## config.mk

```make
export PLATFORM = sky130hd
export DESIGN_NAME = ddr5_phy_cmd_scheduler
export DESIGN_NICKNAME = d
export VERILOG_FILES = /design/src/rtl/ddr5_phy_cmd_scheduler.sv
export SDC_FILE = /design/constraint.sdc
export NUM_CORES = 1
export LEC_CHECK = 0
export CAP_MARGIN = 20
export CORE_UTILIZATION = 48
export CTS_CLUSTER_SIZE = 24
export DETAILED_ROUTE_END_ITERATION = 8
export GPL_ROUTABILITY_DRIVEN = 1
export GPL_TIMING_DRIVEN = 0
export PLACE_DENSITY = 0.95
export REMOVE_ABC_BUFFERS = 1
export SYNTH_ARGS = -nofsm -noshare
export SYNTH_HDL_FRONTEND = slang
export SYNTH_SLANG_ARGS = --single-unit
```

## constraint.sdc

```tcl
create_clock -name clk_i -period 3.8 [get_ports clk_i]
set_clock_uncertainty 0.2 [all_clocks]
set_input_delay 0.76 -clock clk_i [delete_from_list [all_inputs] [get_ports clk_i]]
set_output_delay 0.76 -clock clk_i [all_outputs]
set_load 0.02 [all_outputs]
```

## src/rtl/ddr5_phy_cmd_scheduler.sv

```systemverilog
// ddr5_phy_cmd_scheduler
//
// Purpose: arbitrates between a mode-register-write (MRW) requester and a
// write (WR) requester and serialises each granted command into its two DDR5
// command cycles on the DFI command bus. After the second cycle, a per-command
// idle gap of deselect cycles is inserted before the next grant.
//
// Ports:
//   clk_i          clock, single domain
//   rst_i          synchronous reset, active-high
//   enable_i       0 freezes all state and outputs; ready outputs forced 0
//   mrw_valid_i    MRW request pending
//   mrw_ready_o    MRW grant (combinational)
//   mrw_addr_i     mode register address (MRA)
//   mrw_op_i       mode register operand (OP)
//   wr_valid_i     WR request pending
//   wr_ready_o     WR grant (combinational, MRW has priority)
//   wr_rank_i      target rank index
//   wr_bl_def_i    1: default BL16 (CA5=1)
//   wr_bank_i      CA[13:6] of the WR 1st cycle
//   wr_col_i       full CA of the WR 2nd cycle
//   dfi_address_o  registered command/address bus
//   dfi_cs_o       registered chip selects, active-low
//   busy_o         registered, 1 when not idle

module ddr5_phy_cmd_scheduler #(
    parameter int unsigned pNUM_RANK = 1,
    parameter int unsigned pMRW_GAP  = 8,
    parameter int unsigned pWR_GAP   = 2
) (
    input  logic                                         clk_i,
    input  logic                                         rst_i,
    input  logic                                         enable_i,
    input  logic                                         mrw_valid_i,
    output logic                                         mrw_ready_o,
    input  logic [7:0]                                   mrw_addr_i,
    input  logic [7:0]                                   mrw_op_i,
    input  logic                                         wr_valid_i,
    output logic                                         wr_ready_o,
    input  logic [((pNUM_RANK > 1) ? $clog2(pNUM_RANK) : 1)-1:0] wr_rank_i,
    input  logic                                         wr_bl_def_i,
    input  logic [7:0]                                   wr_bank_i,
    input  logic [13:0]                                  wr_col_i,
    output logic [13:0]                                  dfi_address_o,
    output logic [pNUM_RANK-1:0]                         dfi_cs_o,
    output logic                                         busy_o
);

    localparam int unsigned pRW = (pNUM_RANK > 1) ? $clog2(pNUM_RANK) : 1;

    localparam logic [3:0] LP_MRW_GAP = 4'(pMRW_GAP);
    localparam logic [3:0] LP_WR_GAP  = 4'(pWR_GAP);

    typedef enum logic [1:0] {
        StIdle = 2'd0,
        StCmd2 = 2'd1,
        StGap  = 2'd2
    } state_e;

    state_e               r_state;
    logic [3:0]           r_gap_cnt;
    logic [3:0]           r_gap_sel;
    logic [13:0]          r_ca2;
    logic [13:0]          r_address;
    logic [pNUM_RANK-1:0] r_cs;
    logic                 r_busy;

    logic                 w_idle;
    logic [13:0]          w_mrw_ca1;
    logic [13:0]          w_wr_ca1;
    logic [pNUM_RANK-1:0] w_wr_cs;

    always_comb begin
        w_idle      = (r_state == StIdle);
        mrw_ready_o = enable_i & w_idle & mrw_valid_i;
        wr_ready_o  = enable_i & w_idle & wr_valid_i & ~mrw_valid_i;

        w_mrw_ca1 = {1'b0, mrw_addr_i, 5'b00101};
        w_wr_ca1  = {wr_bank_i, wr_bl_def_i, 5'b01101};

        // Out-of-range rank matches no bit, so every chip select stays high.
        w_wr_cs = '1;
        for (int i = 0; i < int'(pNUM_RANK); i++) begin
            w_wr_cs[i] = (wr_rank_i != pRW'(i));
        end
    end

    always_ff @(posedge clk_i) begin
        if (rst_i) begin
            r_state   <= StIdle;
            r_gap_cnt <= 4'd0;
            r_gap_sel <= 4'd0;
            r_ca2     <= 14'h0;
            r_address <= 14'h0;
            r_cs      <= '1;
            r_busy    <= 1'b0;
        end else if (enable_i) begin
            unique case (r_state)
                StIdle: begin
                    if (mrw_ready_o) begin
                        r_address <= w_mrw_ca1;
                        r_cs      <= '0;
                        // CA10 must be 0 on the MRW 2nd cycle, hence zero upper bits.
                        r_ca2     <= {6'b0, mrw_op_i};
                        r_gap_sel <= LP_MRW_GAP;
                        r_state   <= StCmd2;
                        r_busy    <= 1'b1;
                    end else if (wr_ready_o) begin
                        r_address <= w_wr_ca1;
                        r_cs      <= w_wr_cs;
                        r_ca2     <= wr_col_i;
                        r_gap_sel <= LP_WR_GAP;
                        r_state   <= StCmd2;
                        r_busy    <= 1'b1;
                    end else begin
                        r_address <= 14'h0;
                        r_cs      <= '1;
                    end
                end
                StCmd2: begin
                    r_address <= r_ca2;
                    r_cs      <= '1;
                    r_gap_cnt <= r_gap_sel;
                    if (r_gap_sel == 4'd0) begin
                        r_state <= StIdle;
                        r_busy  <= 1'b0;
                    end else begin
                        r_state <= StGap;
                        r_busy  <= 1'b1;
                    end
                end
                StGap: begin
                    r_address <= 14'h0;
                    r_cs      <= '1;
                    r_gap_cnt <= r_gap_cnt - 4'd1;
                    // Leaving at count 1 lets the next grant land gap+2 edges after the last.
                    if (r_gap_cnt <= 4'd1) begin
                        r_state <= StIdle;
                        r_busy  <= 1'b0;
                    end
                end
                default: begin
                    r_state   <= StIdle;
                    r_address <= 14'h0;
                    r_cs      <= '1;
                    r_busy    <= 1'b0;
                end
            endcase
        end
    end

    assign dfi_address_o = r_address;
    assign dfi_cs_o      = r_cs;
    assign busy_o        = r_busy;

endmodule

```

==> out/results.tsv <==
stage	metric	value	unit
drt	total number of vias	1725	
floorplan	Initial Util	0.517	
setup_path	critical path class	in -> out	
power	Power Total	0.915	mW
cells_and_area	most common cell after layout, fill and taps aside	clkdlybuf4s50_1	
cts	Post-CTS Hold Buffers	0	
hold_path	Hold Path Class	reg -> reg	
global_routing	pin count of the biggest net entering global routing	36	
cts	# clock sinks	38	
setup_path	CP max FO	13	
cells_and_area	most frequent cells in the layout	61 x clkdlybuf4s50_1, 41 x nor2_1, 38 x dfxtp_1	
synthesis	post-synthesis instance area	1780	um^2
floorplan	chip height	62.9	um
cells_and_area	FF+latch area	761	um^2
global_routing	vias in the first global route	1658	
synthesis	FF+latch count, synth	38	
timing	# setup viols final	0	
timing	fmax	272	MHz
placed_design	Port Buffers	62	
drt	Antenna Violating Nets Remaining	0	
cells_and_area	ANT cells	0	
timing	Period Utilization, post-route	0.966	
timing	setup TNS	0	ns
cts	Worst-path clk slew	0.06	ns
timing	minimum clock period	3.67	ns
synthesis	asr flop ratio synth	0	
setup_path	CP Capture Type	primary output	
global_routing	initial antenna violation count	0	
setup_path	CP Capture Point	mrw_ready_o	
cts	CTS tree	yes	
cts	CTS Buf Count	5	
placed_design	dpl hpwl	3040	um
placed_design	GP Congestion	0.745	
floorplan	Rows	21	
timing	RSZ-0062 raised after global routing	false	
drt	WL/cell	13.8	um
setup_path	CP required	2.84	ns
synthesis	register area share after synthesis	0.428	
timing	Slew Limit Fails	0	
global_routing	Total GRT Usage	0.239	
cts	clk root buf	clkbuf_8	
setup_path	Worst Setup SP	mrw_valid_i	
floorplan	Core Area	3440	um^2
synthesis	number of synthesized flops with an enable pin	0	
timing	Final Hold Viols	0	
cells_and_area	final std cells w/o fill	313	
setup_path	r2r endpoint	r_ca2[4]$_SDFFE_PP0P_	
setup_path	Worst EP arrival	2.71	ns
cells_and_area	final instance area	2490	um^2
synthesis	Syn. warnings	0	
setup_path	worst r2r src	r_state[0]$_SDFFE_PP0P_	
floorplan	Die Area	3950	um^2
cells_and_area	P&R area growth vs syn	39.9	%
drt	DR vias/cell	5.51	
floorplan	Chip Width	62.9	um
status	status	complete, no violations	
timing	slack of the critical path	0.130	ns
timing	Worst Max-Slew Pin Slew	0.710	ns
synthesis	Synth Area in Adders	0.0422	
setup_path	CP Launch Type	input pin	
cells_and_area	area of the multi-input gates	906	um^2
power	Cell Pwr Density	368	nW/um^2
cells_and_area	NumNets Final	317	
cells_and_area	Layout Utilization	0.723	
placed_design	DP Worst Slack	-0.642	ns
cells_and_area	ratio of cells with drive above 1 in the final layout	0.0674	
drt	final wirelength	4330	um
placed_design	placed cells	302	
synthesis	multiplexer share of the synthesized area	0.00563	
cts	clk_lat worst skew	0.29	ns
synthesis	synth unique cells	36	
flow_run	max_cap viols	0	
floorplan	io pins	63	
synthesis	largest family of logic cells by synthesized area	compound AO/OA/AOI/OAI gates	
timing	Min Hold Slack	0.270	ns
setup_path	reg2reg setup slack	1.74	ns
synthesis	Synth Area in Compound Gates	0.257	
cts	Clock Path Buffers	2	
power	peak supply drop	0.000312	V
placed_design	DP Area	2380	um^2
drt	Pre-antenna DRT Iters	5	
synthesis	Simple-Gate Fraction of Synth Area	0.203	
timing	Rel. slew slack	0.525	
synthesis	XOR/XNOR Fraction of Synth Area	0	
cells_and_area	fill count	250	
cts	H-tree depth	2	
synthesis	Main synth FF type	dfxtp_1	
synthesis	Synth Instances	210	
drt	Remaining DRCs	0	
synthesis	synthesized area per cell	8.47	um^2
global_routing	first-pass GRT wire length	7310	um
setup_path	R2R depth	7	
global_routing	gr ovfl total	0	
drt	DR iter-0 viols	126	
power	Static Leakage	0.939	nW
worst min-delay path by stage:
| stage | to | slack, ns | cells after the start | startpoint |
|---|---|---|---|---|
| global route | busy_o$_SDFFE_PP0P_ | 0.30 | 1 | busy_o$_SDFFE_PP0P_ |
| CTS | busy_o$_SDFFE_PP0P_ | 0.28 | 1 | busy_o$_SDFFE_PP0P_ |
| detailed placement | busy_o$_SDFFE_PP0P_ | 0.26 | 1 | busy_o$_SDFFE_PP0P_ |
| finish | dfi_address_o[4]$_SDFFE_PP0P_ | 0.27 | 2 | dfi_address_o[4]$_SDFFE_PP0P_ |
| global placement | dfi_address_o[4]$_SDFFE_PP0P_ | 0.25 | 2 | dfi_address_o[4]$_SDFFE_PP0P_ |
| floorplan | r_gap_cnt[3]$_SDFFE_PP0P_ | 0.25 | 2 | r_gap_cnt[3]$_SDFFE_PP0P_ |
per-layer routing:
layer	up-vias	track usage	wire (um)
li1	855	-	-
met4	0	0.134	131
met1	806	0.269	1850
met5	-	0	0
met3	12	0.0401	175
met2	52	0.421	2170
cells by family (layout without fill, tap and decap cells):
group | Yosys count | after routing
AND/OR/NAND/NOR | 78 | 78
AO/OA/AOI/OAI | 65 | 65
flip-flops | 38 | 38
buffers and inverters | 22 | 79
adder cells (fa/ha/maj) | 6 | 6
multiplexers | 1 | 1
flip-flops by register name, indices dropped and copies added, names as in the netlist:
signal	cells
r_gap_cnt	4
dfi_cs_o	1
busy_o	1
r_state	2
dfi_address_o	14
r_ca2	14
r_gap_sel	2
synth_stat cells (2+ instances only):
cell type	n	area, um^2
and3_1	3	18.8
buf_2	4	20.0
a221oi_1	6	52.6
a22o_1	8	70.1
buf_6	3	33.8
a211oi_1	2	15.0
clkbuf_1	8	30.0
a221oi_2	2	30.0
dfxtp_1	38	761
and2_1	2	12.5
o31ai_1	2	15.0
inv_1	5	18.8
o21ai_0	5	25.0
nor3_1	3	15.0
nor2b_1	3	18.8
a22oi_1	15	113
a21oi_1	20	100
nand2_1	12	45.0
nand2b_1	6	37.5
ha_1	6	75.1
nor2_1	41	154
nand3_1	2	10.0
worst max-delay path, cell delays in order:
cell             delay [ns]
clkdlybuf4s50_1        0.80
and3_2                 0.48
clkdlybuf4s50_1        0.67
where the power goes:
group	total [mW]	internal, mW	switching, mW
Combinational	0.200	0.104	0.0961
Sequential	0.433	0.421	0.0120
Clock	0.281	0.146	0.135
Total	0.915	0.672	0.243
cell type report:
type / instances / share of cell area
well taps: 46 / 0.0231
clock buffers: 7 / 0.0347
multi-input cells: 150 / 0.364
clock inverters: 1 / 0.00201
flip-flops and latches: 38 / 0.306
repair buffers: 66 / 0.263
inverters: 5 / 0.00755
timing repair:
action                                  CTS  global route
pin swaps                                 0             0
buffers inserted                          0             2
endpoints found under the setup margin    2             1
gates resized for setup                   4             3
No activity file was read; power rests on OpenSTA's default activity.
